--- src/rtl/mem_access_unit.sv ---
// Load/store stage in front of a word-only data memory: one request at a time,
// sub-word stores as read-modify-write, sub-word loads extracted and extended.
module mem_access_unit #(
  parameter int unsigned ADDR_LIMIT = 512
) (
  input  logic        clock,
  input  logic        reset_n,
  input  logic        req_valid,
  output logic        req_ready,
  input  logic        req_we,
  input  logic [1:0]  req_size,
  input  logic        req_signed,
  input  logic [31:0] req_addr,
  input  logic [31:0] req_wdata,
  output logic        resp_valid,
  output logic [31:0] resp_rdata,
  output logic        resp_err,
  output logic [31:0] ma,
  output logic [31:0] mwd,
  output logic        mwr,
  output logic        moe,
  input  logic [31:0] mrd
);

  typedef enum logic [1:0] {IDLE, ACCESS, MERGE_WR, RESP} state_t;

  state_t      r_state;
  logic        r_ready;
  logic        r_resp_valid;
  logic        r_err;
  logic [31:0] r_rdata;
  logic        r_we;
  logic [1:0]  r_size;
  logic        r_signed;
  logic [31:0] r_addr;
  logic [31:0] r_wdata;
  logic [31:0] r_merge;

  logic        w_req_err;
  logic        w_word_st;
  logic [7:0]  w_byte;
  logic [15:0] w_half;
  logic [31:0] w_load;
  logic [31:0] w_merged;

  always_comb begin
    w_req_err = 1'b0;
    case (req_size)
      2'b00:   w_req_err = 1'b0;
      2'b01:   w_req_err = req_addr[0];
      2'b10:   w_req_err = |req_addr[1:0];
      default: w_req_err = 1'b1;
    endcase
    if (req_addr >= ADDR_LIMIT) w_req_err = 1'b1;
  end

  assign w_word_st = r_we && (r_size == 2'b10);
  assign w_byte    = mrd[{r_addr[1:0], 3'b000} +: 8];
  assign w_half    = r_addr[1] ? mrd[31:16] : mrd[15:0];

  always_comb begin
    case (r_size)
      2'b00:   w_load = {{24{r_signed & w_byte[7]}}, w_byte};
      2'b01:   w_load = {{16{r_signed & w_half[15]}}, w_half};
      default: w_load = mrd;
    endcase
  end

  always_comb begin
    w_merged = mrd;
    if (r_size == 2'b00)
      w_merged[{r_addr[1:0], 3'b000} +: 8] = r_wdata[7:0];
    else if (r_addr[1])
      w_merged[31:16] = r_wdata[15:0];
    else
      w_merged[15:0] = r_wdata[15:0];
  end

  // Memory strobes decode from state so reset drops mwr without waiting for an edge.
  assign ma  = {r_addr[31:2], 2'b00};
  assign mwr = ((r_state == ACCESS) && w_word_st) || (r_state == MERGE_WR);
  assign moe = (r_state == ACCESS) && !w_word_st;

  always_comb begin
    mwd = '0;
    if (r_state == MERGE_WR)
      mwd = r_merge;
    else if ((r_state == ACCESS) && w_word_st)
      mwd = r_wdata;
  end

  assign req_ready  = r_ready;
  assign resp_valid = r_resp_valid;
  assign resp_rdata = r_rdata;
  assign resp_err   = r_err;

  always_ff @(posedge clock or negedge reset_n) begin
    if (!reset_n) begin
      r_state      <= IDLE;
      r_ready      <= 1'b0;
      r_resp_valid <= 1'b0;
      r_err        <= 1'b0;
      r_rdata      <= '0;
      r_we         <= 1'b0;
      r_size       <= '0;
      r_signed     <= 1'b0;
      r_addr       <= '0;
      r_wdata      <= '0;
      r_merge      <= '0;
    end else begin
      case (r_state)
        IDLE: begin
          if (req_valid && r_ready) begin
            r_we     <= req_we;
            r_size   <= req_size;
            r_signed <= req_signed;
            r_addr   <= req_addr;
            r_wdata  <= req_wdata;
            r_ready  <= 1'b0;
            r_rdata  <= '0;
            if (w_req_err) begin
              r_err        <= 1'b1;
              r_resp_valid <= 1'b1;
              r_state      <= RESP;
            end else begin
              r_state <= ACCESS;
            end
          end else begin
            r_ready <= 1'b1;
          end
        end
        ACCESS: begin
          if (!r_we) begin
            r_rdata      <= w_load;
            r_resp_valid <= 1'b1;
            r_state      <= RESP;
          end else if (w_word_st) begin
            r_resp_valid <= 1'b1;
            r_state      <= RESP;
          end else begin
            r_merge <= w_merged;
            r_state <= MERGE_WR;
          end
        end
        MERGE_WR: begin
          r_resp_valid <= 1'b1;
          r_state      <= RESP;
        end
        RESP: begin
          r_resp_valid <= 1'b0;
          r_err        <= 1'b0;
          r_rdata      <= '0;
          r_ready      <= 1'b1;
          r_state      <= IDLE;
        end
        default: r_state <= IDLE;
      endcase
    end
  end

endmodule

--- config.mk ---
export PLATFORM = sky130hd
export DESIGN_NAME = mem_access_unit
export DESIGN_NICKNAME = d
export VERILOG_FILES = /design/src/rtl/mem_access_unit.sv
export SDC_FILE = /design/constraint.sdc
export NUM_CORES = 1
export LEC_CHECK = 0
export ABC_AREA = 0
export CAP_MARGIN = 10
export CORE_MARGIN = 4
export CORE_UTILIZATION = 35
export CTS_CLUSTER_SIZE = 12
export DETAILED_ROUTE_END_ITERATION = 16
export PLACE_DENSITY = 0.6
export SLEW_MARGIN = 20
export SYNTH_ARGS = -nofsm -noshare
export SYNTH_HDL_FRONTEND = slang
export SYNTH_SLANG_ARGS = --single-unit
--- constraint.sdc ---
create_clock -name clock -period 2.35 [get_ports clock]
set_clock_uncertainty 0.1 [all_clocks]
set_input_delay 0.235 -clock clock [delete_from_list [all_inputs] [get_ports clock]]
set_output_delay 0.235 -clock clock [all_outputs]
set_load 0.03 [all_outputs]
# == Word level (Yosys, flattened, before mapping) ==
# Index checks and enable logic that the tools add are counted.
# classes
bitwise,3
shift,3
add_sub_neg,1
mux,26
reduce_logical,17
magnitude_cmp,1
eq_ne,11
# ops
op,n
32-bit 2-to-1 mux,5
32-bit one-hot mux with 3 select lines,1
32-bit one-hot mux with 2 select lines,1
16-bit 2-to-1 mux,3
32-bit bitwise mux,1
"32-bit by 10-bit >= comparator with 1-bit output, second input constant",1
"8-bit by 7-bit variable shift with 32-bit output, first input constant",1
32-bit by 6-bit indexed part select with 8-bit output,1
8-bit by 7-bit indexed part select with 32-bit output,1
3-bit AND reduction,4
"2-bit equality test, second input constant",4
1-bit 2-to-1 mux,8
2-bit one-hot mux with 4 select lines,1
5-bit negator with 7-bit output,1
"2-bit by 1-bit equality test with 1-bit output, second input constant",3
2-bit logical NOT,3
"2-bit inequality test, second input constant",3
1-bit logical AND,4
2-bit 2-to-1 mux,2
1-bit one-hot mux with 2 select lines,2
1-bit one-hot mux with 4 select lines,1
"3-bit inequality test, second input constant",1
1-bit one-hot mux with 3 select lines,1
3-bit nonzero test,1
7 further kinds,8
# word_totals
elab_cells,73
inputBits,103
reg_bits,137
out_inout_bits,101

# == Logic depth before layout (Yosys ltp) ==
# logic_depth
ltp_word,6
mapped_depth,8

# == Worst setup path after synthesis ==
# OpenSTA, ideal clock, no wires.
# synth_path
path_type,reg2reg
from,reg r_state[0]
to,reg r_rdata[18] (netlist: resp_rdata[18])
path_stages_with_launch,9
arrival_ps,2222
path_slack_ps,-37
setup_ps,64
path_cell_list,dfrtp_1 > inv_1 > ha_1 > a21boi_1 > or4b_1 > buf_2 > a2111oi_4 > buf_6 > a221o_2
# synth_via
elab_chain_cells,3
word_cells_on_any_way,8
# synth_lines
item,line_no,source
from (decl),27,state_t r_state;
from (signal assigned),99,r_state <= IDLE;
from (signal assigned),124,r_state <= RESP;
from (signal assigned),126,r_state <= ACCESS;
"2-bit by 1-bit equality test with 1-bit output, or another cell as far along",111,case (r_state)
2-bit inequality test (no line) or 3-bit nonzero test (tied branches),n/a,
3-bit AND reduction (no line),n/a,
to (signal assigned),134,r_rdata <= w_load;
to (decl),31,logic [31:0] r_rdata;
# Several ways; a longest one is shown, not always the timed one.
# A chain may end at the register's enable or synchronous reset.

# == Worst setup path in the final report ==
# layout_path
from,reg r_state[1]
to,out mwd[1]
# layout_via
elab_chain_cells,4
word_cells_on_any_way,5
# layout_lines
item,line_no,source
2-bit by 1-bit equality test with 1-bit output,88,else if ((r_state == ACCESS) && w_word_st)
1-bit logical AND,88,
32-bit 2-to-1 mux,88,
32-bit 2-to-1 mux *,86,if (r_state == MERGE_WR)
to (decl),19,"output logic [31:0] mwd,"
# Every way passes the cells marked *; elsewhere a longest branch is shown, timed or not.

==> results.yml <==
placement:
  placed_cell_area_um2: 9580
  post-dp-hpwl_um: 17100
  routabilityCongestion: 0.883
  pre_cts_ws_ns: 0.136
  port_buffers: 201
  dp.cells: 1108
synthesis:
  synthMuxAreaShare: 0.189
  synthAdderAreaFrac: 0.0155
  async_reset_ff_frac: 1.00
  synth_flop_cell: "dfrtp_1"
  syn_area_um2: 7260
  synthCells: 678
  synth_top_family_by_area: "multiplexers"
  synth_compound_area_frac: 0.169
  synth_xor_area_frac: 0
  yosysWarnings: 0
  synth_seq_cells: 137
  post_synth.cell_area_avg_um2: 10.7
  synth-edff-count: 0
  synth.distinct_cells: 47
  yosys.area_share.simple: 0.0853
  ys_seq_area_frac: 0.472
finish:
  utilization: 0.509
  nets: 975
  drive_gt1_frac: 0.235
  stdcell_area_um2: 10300
  final_cell_mix: "166 x clkdlybuf4s50_1, 137 x dfrtp_1, 75 x mux2_2"
  mostFrequentLayoutCell: "clkdlybuf4s50_1"
  syn2layout_area_growth_pct: 42.5
  diodes: 0
  layoutNonFillerInstCount: 1146
grt:
  overflow: 0
  grt_pass1_wl_um: 36200
  grt_usage: 0.199
  antenna_found_initial: 2
  grt_max_degree: 130
  grt_pass1_vias: 6326
setup_path:
  crit_path_top_delay_cell: "dfrtp_1"
  critical_path.max_fanout: 33
  worstReg2RegEnd: "resp_rdata[31]"
  r2r_slack_ns: 0.15
  crit_chain: "inv_1 -> ha_1 -> buf_4 -> a31oi_2 -> buf_12 -> nor2_1 -> buf_12"
  path_class: "flop to output port"
  cp-start-kind: "flop"
  arrival_ns: 1.98
  crit_top_cell: "buf_12"
  slowest_delay_ns: 0.41
  reg2reg_from: "r_state[1]"
  required_ns: 2.02
  worst_setup_path_end_kind: "output port"
  reg2reg_depth: 7
drt:
  wl_per_cell_um: 20.2
  drcViolationCount: 0
  first_pass_iters: 5
  drt_iter0_markers: 453
  routed_via_density: 5.30
  vias: 6073
  postRouteAntennaNets: 0
  totalWireLength_um: 23200
die:
  die-area_um2: 23100
  initial_utilization: 0.357
  rows: 52
  die_w_um: 152
  die_h_um: 152
  fp.coreArea_um2: 20300
  io_pins: 204
clocking:
  insertion_delay_ns: 0.42
  h-tree-depth: 4
  cts_tree: "done"
  path_clk_slew_ns: 0.06
  cts_buffer_depth: 2
  root_buffer: "clkbuf_16"
  cts.sinks: 137
  cts_buffers: 17
sta:
  holdWs_ns: 0.0664
  fmax_mhz: 433
  worst_slew_pin_slew_ns: 0.695
  period_needed_ns: 2.31
  setup_tns_ns: 0
  drv_slew: 0
  finalSetupViolCount: 0
  hold_viol: 0
  slew_headroom: 0.536
  fin_crit_sh: 0.983
  rsz0062_at_grt: "yes"
  layout_setup_ws_ns: 0.0390
worst_hold_path:
  hold_class: "input pin to asynchronous set/reset pin"
job:
  maxCapViolCount: 0
pwr:
  p_leak_nw: 4.50
  irDropWorstVdd_v: 0.000790
  power-per-cell-area_nw_per_um2: 1560
  finalPower_mw: 16.2
outcome:
  status: "finished clean"
-- worst max-delay path: cells and delay by family, from the launching register on --
kind	cells	cell delay (ns)
buf+inv	4	0.62
simple gates	1	0.23
compound gates	1	0.11
flops	1	0.41
fa+ha+maj	1	0.17
-- power by group --
group,switching (mW),internal [mW],total (mW),leakage [nW]
Clock,1.03,1.84,2.87,0.308
Sequential,0.900,3.47,4.37,1.70
Combinational,4.88,4.05,8.93,2.49
Total,6.81,9.36,16.2,4.50
-- synth_stat cells, drive strengths merged, types with 8 or more instances --
| master | count | area [um^2] |
|---|---|---|
| a211o | 8 | 70.1 |
| a21oi | 40 | 200 |
| a221o | 16 | 173 |
| a22o | 24 | 210 |
| a22oi | 16 | 120 |
| buf | 51 | 327 |
| clkbuf | 25 | 93.8 |
| dfrtp | 137 | 3430 |
| ha | 9 | 113 |
| inv | 18 | 67.6 |
| mux2 | 75 | 845 |
| mux2i | 53 | 531 |
| nand2 | 37 | 139 |
| nand3 | 10 | 50.1 |
| nor2 | 53 | 199 |
| o21ai | 51 | 255 |
-- how the worst max path moves through the flow --
stage,start,to,slack (ns)
2_1_floorplan,r_state[0],resp_rdata[18],0.05
3_3_place_gp,mrd[31],resp_rdata[29],0.15
3_5_place_dp,r_state[0],resp_rdata[20],0.14
4_1_cts,r_size[0],mwd[4],0.0005
5_1_grt,r_state[1],mwd[15],-0.07
6_report,r_state[1],mwd[1],0.04
-- metal layers --
| layer | GRT usage | vias to the layer above | wire length [um] |
|---|---|---|---|
| li1 | - | 2812 | - |
| met1 | 0.254 | 2998 | 9760 |
| met2 | 0.319 | 233 | 11000 |
| met3 | 0.0853 | 26 | 2120 |
| met4 | 0.0402 | 4 | 299 |
| met5 | 0 | - | 27 |
-- registers in the layout, indices dropped and copies added, names as in the netlist --
register	count
resp_valid	1
r_we	1
r_addr	32
r_state	2
req_ready	1
resp_rdata	32
r_merge	32
r_wdata	32
r_size	2
r_signed	1
resp_err	1
-- area by class of cell --
cell class,count,area [um^2]
multi-input combinational,447,3390
clock buffer,23,508
fill,1867,9960
sequential,137,3430
timing repair buffer,241,2470
tap,270,338
inverter,19,71.3
clock inverter,9,135
-- kinds of logic (layout without fill, tap and decap cells) --
logic type / Yosys count / in the layout
DFF: 137 / 137
other: 1 / 2
buffers and inverters: 95 / 292
muxes: 128 / 128
adders and majority gates: 9 / 9
AOI/OAI and AO/OA: 177 / 177
and+or+nand+nor: 131 / 131
-- what timing repair did --
item	CTS	global route
gates cloned	1	0
gates resized for setup	9	6
endpoints found under the hold margin	137	0
hold buffers	1	0
pin swaps	0	0
buffers inserted	4	0
endpoints found under the setup margin	32	47
No activity file was read; power rests on OpenSTA's default activity.
